[src/rtl/cpu_pkg.sv]
// cpu_pkg: shared port indices, arbiter FSM states and default widths
// Contents: PORT_FETCH/PORT_DATA indices, arb_state_t, N_DEF/AW_DEF defaults
package cpu_pkg;
    localparam int PORT_FETCH = 0;
    localparam int PORT_DATA  = 1;
    localparam int N_DEF      = 16;
    localparam int AW_DEF     = 12;
    typedef enum logic [1:0] {IDLE, ISSUE, WAIT, DONE} arb_state_t;
endpackage

[src/rtl/mem_arb_pick.sv]
// mem_arb_pick: combinational 2-way winner picker for the memory arbiter
// Ports: req_i   request vector (bit0 fetch, bit1 data)
//        last_i  last-granted pointer (1 = data granted last)
//        gnt_o   one-hot winner, zero when no request
// Config: MEM_ARB_ROUND_ROBIN_EN selects round-robin tie-break, else data wins ties
module mem_arb_pick (
    input  logic [1:0] req_i,
    input  logic       last_i,
    output logic [1:0] gnt_o
);
`ifdef MEM_ARB_ROUND_ROBIN_EN
    // On a tie the port that did not win last time takes the slot
    assign gnt_o = (&req_i) ? (last_i ? 2'b01 : 2'b10) : req_i;
`else
    logic unused_last;
    assign unused_last = last_i;
    assign gnt_o = req_i[1] ? 2'b10 : req_i;
`endif
endmodule

[src/rtl/mem_arbiter.sv]
// mem_arbiter: shares one single-port synchronous memory between fetch and load/store
// Ports: clk, rst (sync active-high)
//        fetch_req_i/fetch_addr_i/fetch_done_o         instruction-fetch requester
//        data_req_i/data_we_i/data_addr_i/data_wdata_i/data_done_o   load/store requester
//        rdata_o  read data, valid with a done pulse; grant_o one-hot owner; busy_o not idle
//        mem_en_o/mem_we_o/mem_addr_o/mem_wdata_o/mem_rdata_i   memory side
// Config: MEM_ARB_ROUND_ROBIN_EN enables round-robin tie-break (default: data over fetch)
module mem_arbiter
    import cpu_pkg::*;
#(
    parameter int N  = N_DEF,
    parameter int AW = AW_DEF
) (
    input  logic          clk,
    input  logic          rst,
    input  logic          fetch_req_i,
    input  logic [AW-1:0] fetch_addr_i,
    output logic          fetch_done_o,
    input  logic          data_req_i,
    input  logic          data_we_i,
    input  logic [AW-1:0] data_addr_i,
    input  logic [N-1:0]  data_wdata_i,
    output logic          data_done_o,
    output logic [N-1:0]  rdata_o,
    output logic [1:0]    grant_o,
    output logic          busy_o,
    output logic          mem_en_o,
    output logic          mem_we_o,
    output logic [AW-1:0] mem_addr_o,
    output logic [N-1:0]  mem_wdata_o,
    input  logic [N-1:0]  mem_rdata_i
);
    arb_state_t    state_q, state_d;
    logic [1:0]    req, pick, grant_q, done_q;
    logic          start, last;
    logic          en_q, we_q, busy_q;
    logic [AW-1:0] addr_q;
    logic [N-1:0]  wdata_q, rdata_q;

    assign req   = {data_req_i, fetch_req_i};
    assign start = (state_q == IDLE) && |req;

`ifdef MEM_ARB_ROUND_ROBIN_EN
    logic last_q, last_d;
    assign last_d = start ? pick[PORT_DATA] : last_q;
    assign last   = last_q;
    always_ff @(posedge clk) begin
        if (rst) last_q <= 1'b1;
        else     last_q <= last_d;
    end
`else
    assign last = 1'b1;
`endif

    mem_arb_pick u_pick (
        .req_i  (req),
        .last_i (last),
        .gnt_o  (pick)
    );

    always_comb begin
        state_d = state_q;
        state_d = (state_q == IDLE)  ? (start ? ISSUE : IDLE) :
                  (state_q == ISSUE) ? WAIT :
                  (state_q == WAIT)  ? DONE : IDLE;
    end

    always_ff @(posedge clk) begin
        if (rst) begin
            state_q <= IDLE;
            grant_q <= '0;
            done_q  <= '0;
            en_q    <= 1'b0;
            we_q    <= 1'b0;
            busy_q  <= 1'b0;
            addr_q  <= '0;
            wdata_q <= '0;
            rdata_q <= '0;
        end else begin
            state_q <= state_d;
            en_q    <= start;
            busy_q  <= state_d != IDLE;
            done_q  <= (state_q == WAIT) ? grant_q : 2'b00;
            grant_q <= start ? pick : (state_q == DONE) ? 2'b00 : grant_q;
            if (start) begin
                we_q    <= pick[PORT_DATA] & data_we_i;
                addr_q  <= pick[PORT_DATA] ? data_addr_i : fetch_addr_i;
                wdata_q <= pick[PORT_DATA] ? data_wdata_i : '0;
            end
            if (state_q == WAIT) rdata_q <= mem_rdata_i;
        end
    end

    // Write enable is decoded from state so a reset cycle can veto the write at once
    assign mem_we_o     = (state_q == ISSUE) & we_q & ~rst;
    assign mem_en_o     = en_q;
    assign mem_addr_o   = addr_q;
    assign mem_wdata_o  = wdata_q;
    assign rdata_o      = rdata_q;
    assign grant_o      = grant_q;
    assign busy_o       = busy_q;
    assign fetch_done_o = done_q[PORT_FETCH];
    assign data_done_o  = done_q[PORT_DATA];
endmodule

[config.mk]
export PLATFORM = sky130hd
export DESIGN_NAME = mem_arbiter
export DESIGN_NICKNAME = d
export VERILOG_FILES = /design/src/rtl/cpu_pkg.sv /design/src/rtl/mem_arb_pick.sv /design/src/rtl/mem_arbiter.sv
export SDC_FILE = /design/constraint.sdc
export NUM_CORES = 1
export LEC_CHECK = 0
export CORE_MARGIN = 1.5
export CORE_UTILIZATION = 42
export CTS_BUF_LIST = sky130_fd_sc_hd__clkbuf_4 sky130_fd_sc_hd__clkbuf_8 sky130_fd_sc_hd__clkbuf_16
export CTS_CLUSTER_DIAMETER = 40
export DETAILED_ROUTE_END_ITERATION = 8
export PLACE_DENSITY_LB_ADDON = 0.2
export SLEW_MARGIN = 10
export SYNTH_ARGS = -nofsm -noshare
export SYNTH_HDL_FRONTEND = slang
export SYNTH_SLANG_ARGS = --single-unit
[constraint.sdc]
create_clock -name clk -period 3.6 [get_ports clk]
set_input_delay 0.72 -clock clk [delete_from_list [all_inputs] [get_ports clk]]
set_output_delay 0.72 -clock clk [all_outputs]
set_load 0.01 [all_outputs]
== Yosys cells after proc, flatten, opt, wreduce, memory -nomap -nowiden ==
Cells that the tools add are included.
Storage, ports and cells
  input bits: 61
  output and inout port bits: 51
  RAM bits: 0
  memories: 0
  logic and storage cells: 32
  ROM bits: 0
  register bits: 53
  latch bits: 0
Operators by class
  divide/modulo/power cells: 0
  order comparisons: 0
  eq/ne operators: 3
  multipliers: 0
  add/subtract/negate cells: 0
  reduce and logical (&&, ||, !) cells: 6
  shift-type cells: 0
  bitwise gates (word level): 5
  muxes and demuxes: 9
Operators with widths (count)
  16-bit 2-to-1 mux: 1
  12-bit 2-to-1 mux: 1
  2-bit 2-to-1 mux: 6
  2-bit equality test, second input constant: 2
  2-bit nonzero test: 2
  2-bit OR reduction: 2
  1-bit bitwise AND: 3
  2-bit by 1-bit equality test with 1-bit output, second input constant: 1
  2-bit zero test: 1
  1-bit NOT: 2
  1-bit logical AND: 1
  1-bit 2-to-1 mux: 1

== Depth between registers and ports, before layout ==
  depth in word-level cells: 5
  mapped depth: 6
  gate-level depth less buffers: 5

== By module ==
Synthesis repeated with hierarchy kept, for this count alone.
Unflattened totals
  cells, all modules: 217
  area, all modules: 2129.5 um2
By module, submodules not included
  mem_arbiter: instances 1, cells each 215, area each 2108.3 um2
  mem_arb_pick: instances 1, cells each 2, area each 21.3 um2

== Least setup slack after synthesis ==
OpenSTA, ideal clock, no wires.
  kind: input-to-output
  from: in rst
  to: out mem_we_o
  arrival: 1257 ps
  required time: 2880 ps
  cell stages on the path: 3
  slack: 1623 ps
  path buffers: 2
  cell sequence: buf_2 > clkbuf_1 > nor2_1
Between the ends
  longest elaborated chain between the ends: 2
Ends and longest elaborated chain
  start, declared: RTL line mem_arbiter.sv:15  | input logic rst,
  1-bit NOT: RTL line mem_arbiter.sv:95  | assign mem_we_o = (state_q == ISSUE) & we_q & ~rst;
  1-bit bitwise AND: RTL line mem_arbiter.sv:95
  end, declared: RTL line mem_arbiter.sv:28  | output logic mem_we_o,
No other way between the ends.

== Worst setup path in the final report ==
  from: reg state_q[1]
  to: out mem_we_o
Between the ends
  longest elaborated chain between the ends: 3
Ends and longest elaborated chain
  start, declared: RTL line mem_arbiter.sv:33  | arb_state_t state_q, state_d;
  start signal, assigned: RTL line mem_arbiter.sv:80  | state_q <= state_d;
  2-bit by 1-bit equality test with 1-bit output: RTL line mem_arbiter.sv:95
  1-bit bitwise AND (2 in a row): RTL line mem_arbiter.sv:95
No other way between the ends.

==> tab_implementation.tex <==
\begin{tabular}{lr}
\hline
Metric & Value \\
\hline
\multicolumn{2}{l}{\textbf{Drt}} \\
Via count & approximately 1800 \\
Sum of met3 wire segment lengths after detailed routing & about 440 um \\
ANT nets after route & 0 \\
Iteration-0 DRC count of the detailed router & 43 \\
Number of optimization iterations in the first detailed-route pass & 3 \\
Metal2 WL & approximately 2200 um \\
Top routing layer in use & met4 \\
Drt via density & 4.67 \\
DR DRC count & 0 \\
Detailed Route WL & 4840 um \\
Total routed wire length on the met1 layer & roughly 2200 um \\
Average wire length per cell after detail routing & 12.6 um \\
\multicolumn{2}{l}{\textbf{Placement}} \\
HPWL reported at the end of detailed placement & 3450 um \\
Placer congestion estimate & roughly 0.66 \\
Port Buffers & 111 \\
Placed Cells & 376 \\
\multicolumn{2}{l}{\textbf{Global route}} \\
Largest net degree at the start of global routing & 53 \\
Final global-route overflow total & 0 \\
Aggregate global-route resource usage & 0.180 \\
Wire length of the first global-routing pass & 7610 um \\
Initial antenna violation count & 0 \\
Vias in the first global route & $\sim$1600 \\
\multicolumn{2}{l}{\textbf{CTS}} \\
Max Root-Sink Buffers & 2 \\
Num CTS Buffers & 5 \\
Number of H-tree branching levels & 2 \\
Cts-stage hold buffer count & 0 \\
TritonCTS clock tree & built \\
Cell at the root of the clock tree & clkbuf\_8 \\
Count of buffers added by post-CTS timing repair for setup & 0 \\
Number of clock sinks & 53 \\
Post-cts sizing count & 0 \\
Clock slew at reported path FFs & about 90 ps \\
Clock latency on the worst-skew pair & 300 ps \\
\multicolumn{2}{l}{\textbf{Timing}} \\
Slew of the pin with the lowest slew margin & $\sim$1000 ps \\
Final period demand of the worst path & around 2300 ps \\
Worst setup skew after layout & roughly 3.2 ps \\
Endpoints failing hold & 0 \\
Fmax & 442 MHz \\
Final worst hold slack & approximately 460 ps \\
Headroom to the max-slew limit & 0.337 \\
Final-report setup violation count & 0 \\
Setup TNS & 0 ps \\
Portion of the clock cycle consumed by the worst path in the final layout & 0.629 \\
Fin. max-slew vios & 0 \\
Unrepaired setup endpoints after global routing & no \\
\multicolumn{2}{l}{\textbf{Setup path}} \\
Delay contributed by the slowest stage of the critical path & 540 ps \\
Arr. time, crit path & 1540 ps \\
Slowest cell on the critical path & clkdlybuf4s50\_1 \\
Critical path endpoint category & output port \\
Critical Path, Cell by Cell & inv\_1 -> ha\_1 -> nand2\_1 -> nor2\_1 -> clkdlybuf4s50\_1 \\
Classification of the worst setup path & reg2out \\
Critical Path Source Type & register \\
CP delay by family, top & buffers and inverters \\
R2r worst-path depth & 5 \\
Buf/Inv on CP & 2 \\
Reg2Reg Setup Slack & between 1500 and 2000 ps \\
Crit path required time & 2880 ps \\
Reg-to-reg startpoint & state\_q[0]\$\_SDFF\_PP0\_ \\
Max Fanout on Critical Path & 4 \\
Destination of the worst register-to-register timing path & mem\_addr\_o[7]\$\_SDFFE\_PP0P\_ \\
\multicolumn{2}{l}{\textbf{Logic synthesis}} \\
Fraction of the yosys area taken by sequential cells & 0.499 \\
Fraction of synthesized cell area taken by the top area cell type & 0.499 \\
XOR/XNOR share of the synthesized area & 0 \\
Multiplexer area fraction after synthesis & 0.132 \\
Seq cells post-synth & 53 \\
Most frequent cells after synthesis & 53 x dfxtp\_1, 31 x nor2\_1, 28 x mux2i\_1 \\
Synthesized area divided by synthesized cell count & around 10 um\^{}2 \\
Synthesized-area fraction occupied by adder cells & 0.0294 \\
Commonest register cell after synthesis & dfxtp\_1 \\
Fraction of registers with async set/reset & 0 \\
Largest cells by area after synthesis & dfxtp\_1 50\%, mux2i\_1 13\%, a211oi\_2 5.9\% \\
Area leader, netlist & dfxtp\_1 \\
Number of different library cells in the post-synthesis netlist & 23 \\
Most common cell in the synthesized netlist & dfxtp\_1 \\
Syn Nets & about 280 \\
Area of the mapped netlist & 2130 um\^{}2 \\
Synth Area in Compound Gates & 0.133 \\
Area share of and/or/nand/nor cells after synthesis & 0.147 \\
Combinational family with the most area after synthesis & simple AND/OR/NAND/NOR gates \\
Post-synthesis cell count & roughly 210 \\
Post-synth EDFFs & 0 \\
Warnings, synthesis & 0 \\
\multicolumn{2}{l}{\textbf{Pwr}} \\
Worst voltage drop across the vdd grid & between 0.0002 and 0.0003 V \\
Power Dens Cells & between 400 and 500 nW/um\^{}2 \\
Total Power Consumption & between 1.5 and 2 mW \\
Leakage component of the power & between 1 and 1.5 nW \\
\multicolumn{2}{l}{\textbf{Floorplan}} \\
Area of the core & approximately 4800 um\^{}2 \\
Die height & approximately 74 um \\
Starting density of the core & 0.444 \\
Total I/O pin count & 112 \\
Die X & $\sim$74 um \\
Standard-cell row count & 25 \\
Die ar. & 5500 um\^{}2 \\
\multicolumn{2}{l}{\textbf{Min path}} \\
Hold path cells & 2 \\
Origin of the worst min-delay path & mem\_wdata\_o[9]\$\_SDFFE\_PP0P\_ \\
Worst Hold Path EP & mem\_wdata\_o[9]\$\_SDFFE\_PP0P\_ \\
Path type of the worst min-delay path & reg2reg \\
\multicolumn{2}{l}{\textbf{Finish}} \\
Share of post-route cells with drive strength above 1 & 0.0728 \\
Fill cell instance count of the final layout & between 400 and 500 \\
\# nets final & $\sim$380 \\
Final cell count without fillers & $\sim$380 \\
Number of antenna diodes & 0 \\
Utilization of the core after routing & 0.691 \\
Area growth from synthesis to layout & 55.5\% \\
\multicolumn{2}{l}{\textbf{Outcome}} \\
Outcome & finished, final reports clean \\
\multicolumn{2}{l}{\textbf{Job}} \\
Count of max-cap constraint violations & 0 \\
\hline
\end{tabular}
[power by group]
part | switching, mW | internal [mW] | total [mW] | leakage [nW]
clock | 0.182 | 0.152 | 0.334 | 0.0433
sequential | 0.0385 | 0.661 | 0.700 | 0.435
combinational | 0.224 | 0.267 | 0.490 | 0.755
[worst reg2reg max path, cell delays in order (launching register included)]
cell and delay [ps]:
dfxtp_1 330, inv_1 110, ha_1 710, o21a_4 440, nor2_1 100, a211oi_2 190
[cell families (layout without fill, tap and decap cells)]
logic type	Yosys count	after routing
simple gates	73	73
flops	53	53
compound gates	34	34
mux	28	28
buf+inv	20	123
fa+ha+maj	5	5
[placed cells by master, fill, tap and decap left out]
cell / netlist / final
dfxtp_1: 53 / 53
clkdlybuf4s50_1: 0 / 110
clkinvlp_4: 0 / 1
o21ai_4: 1 / 1
nand2b_1: 1 / 1
ha_1: 5 / 5
a211oi_1: 2 / 2
or2_1: 1 / 1
nand3_1: 17 / 17
and3b_1: 2 / 2
nand2_1: 20 / 20
mux2i_1: 28 / 28
nor2b_1: 1 / 1
buf_2: 5 / 1
o21a_4: 1 / 1
a21oi_2: 1 / 1
inv_1: 3 / 3
buf_4: 2 / 2
a211oi_2: 10 / 10
a221oi_1: 1 / 1
clkbuf_8: 0 / 6
a32oi_1: 1 / 1
a21oi_1: 17 / 17
nor2_1: 31 / 31
[registers in the layout (all words and copies together) (netlist names)]
signal,count
rdata_o,16
done_q,2
mem_wdata_o,16
we_q,1
mem_en_o,1
mem_addr_o,12
state_q,2
grant_o,2
busy_o,1
[layer usage]
layer | vias up | GRT usage
li1 | 924 | -
met1 | 798 | 0.221
met2 | 62 | 0.297
met3 | 4 | 0.0705
met4 | 0 | 0.0432
met5 | - | 0
[metrics by stage]
step	setup slack, ps	area [um^2]
6_report	1340	3310
5_1_grt	1210	3310
4_1_cts	1310	3310
3_5_place_dp	1080	3220
3_3_place_gp	1100	3220
2_1_floorplan	1620	2130
[area by class of cell]
cell class	count	area (um^2)	share of cell area
repair buffers	113	1120	0.339
inverters	3	11.3	0.00341
clock inverters	1	7.51	0.00227
flip-flops and latches	53	1060	0.321
multi-input cells	140	938	0.284
well taps	67	83.8	0.0254
clock buffers	6	82.6	0.0250
[worst max-delay path by stage]
stage | from | endpoint | slack, ps | cells past startpoint
6_report | state_q[1]$_SDFF_PP0_ | mem_we_o | 1340 | 5
5_1_grt | state_q[1]$_SDFF_PP0_ | mem_we_o | 1210 | 5
2_1_floorplan | rst | mem_we_o | 1620 | 3
4_1_cts | state_q[1]$_SDFF_PP0_ | mem_we_o | 1310 | 5
3_5_place_dp | data_req_i | busy_o$_SDFF_PP0_ | 1080 | 4
3_3_place_gp | data_req_i | busy_o$_SDFF_PP0_ | 1100 | 4
Note: power is estimated with default switching activity, not from simulation.
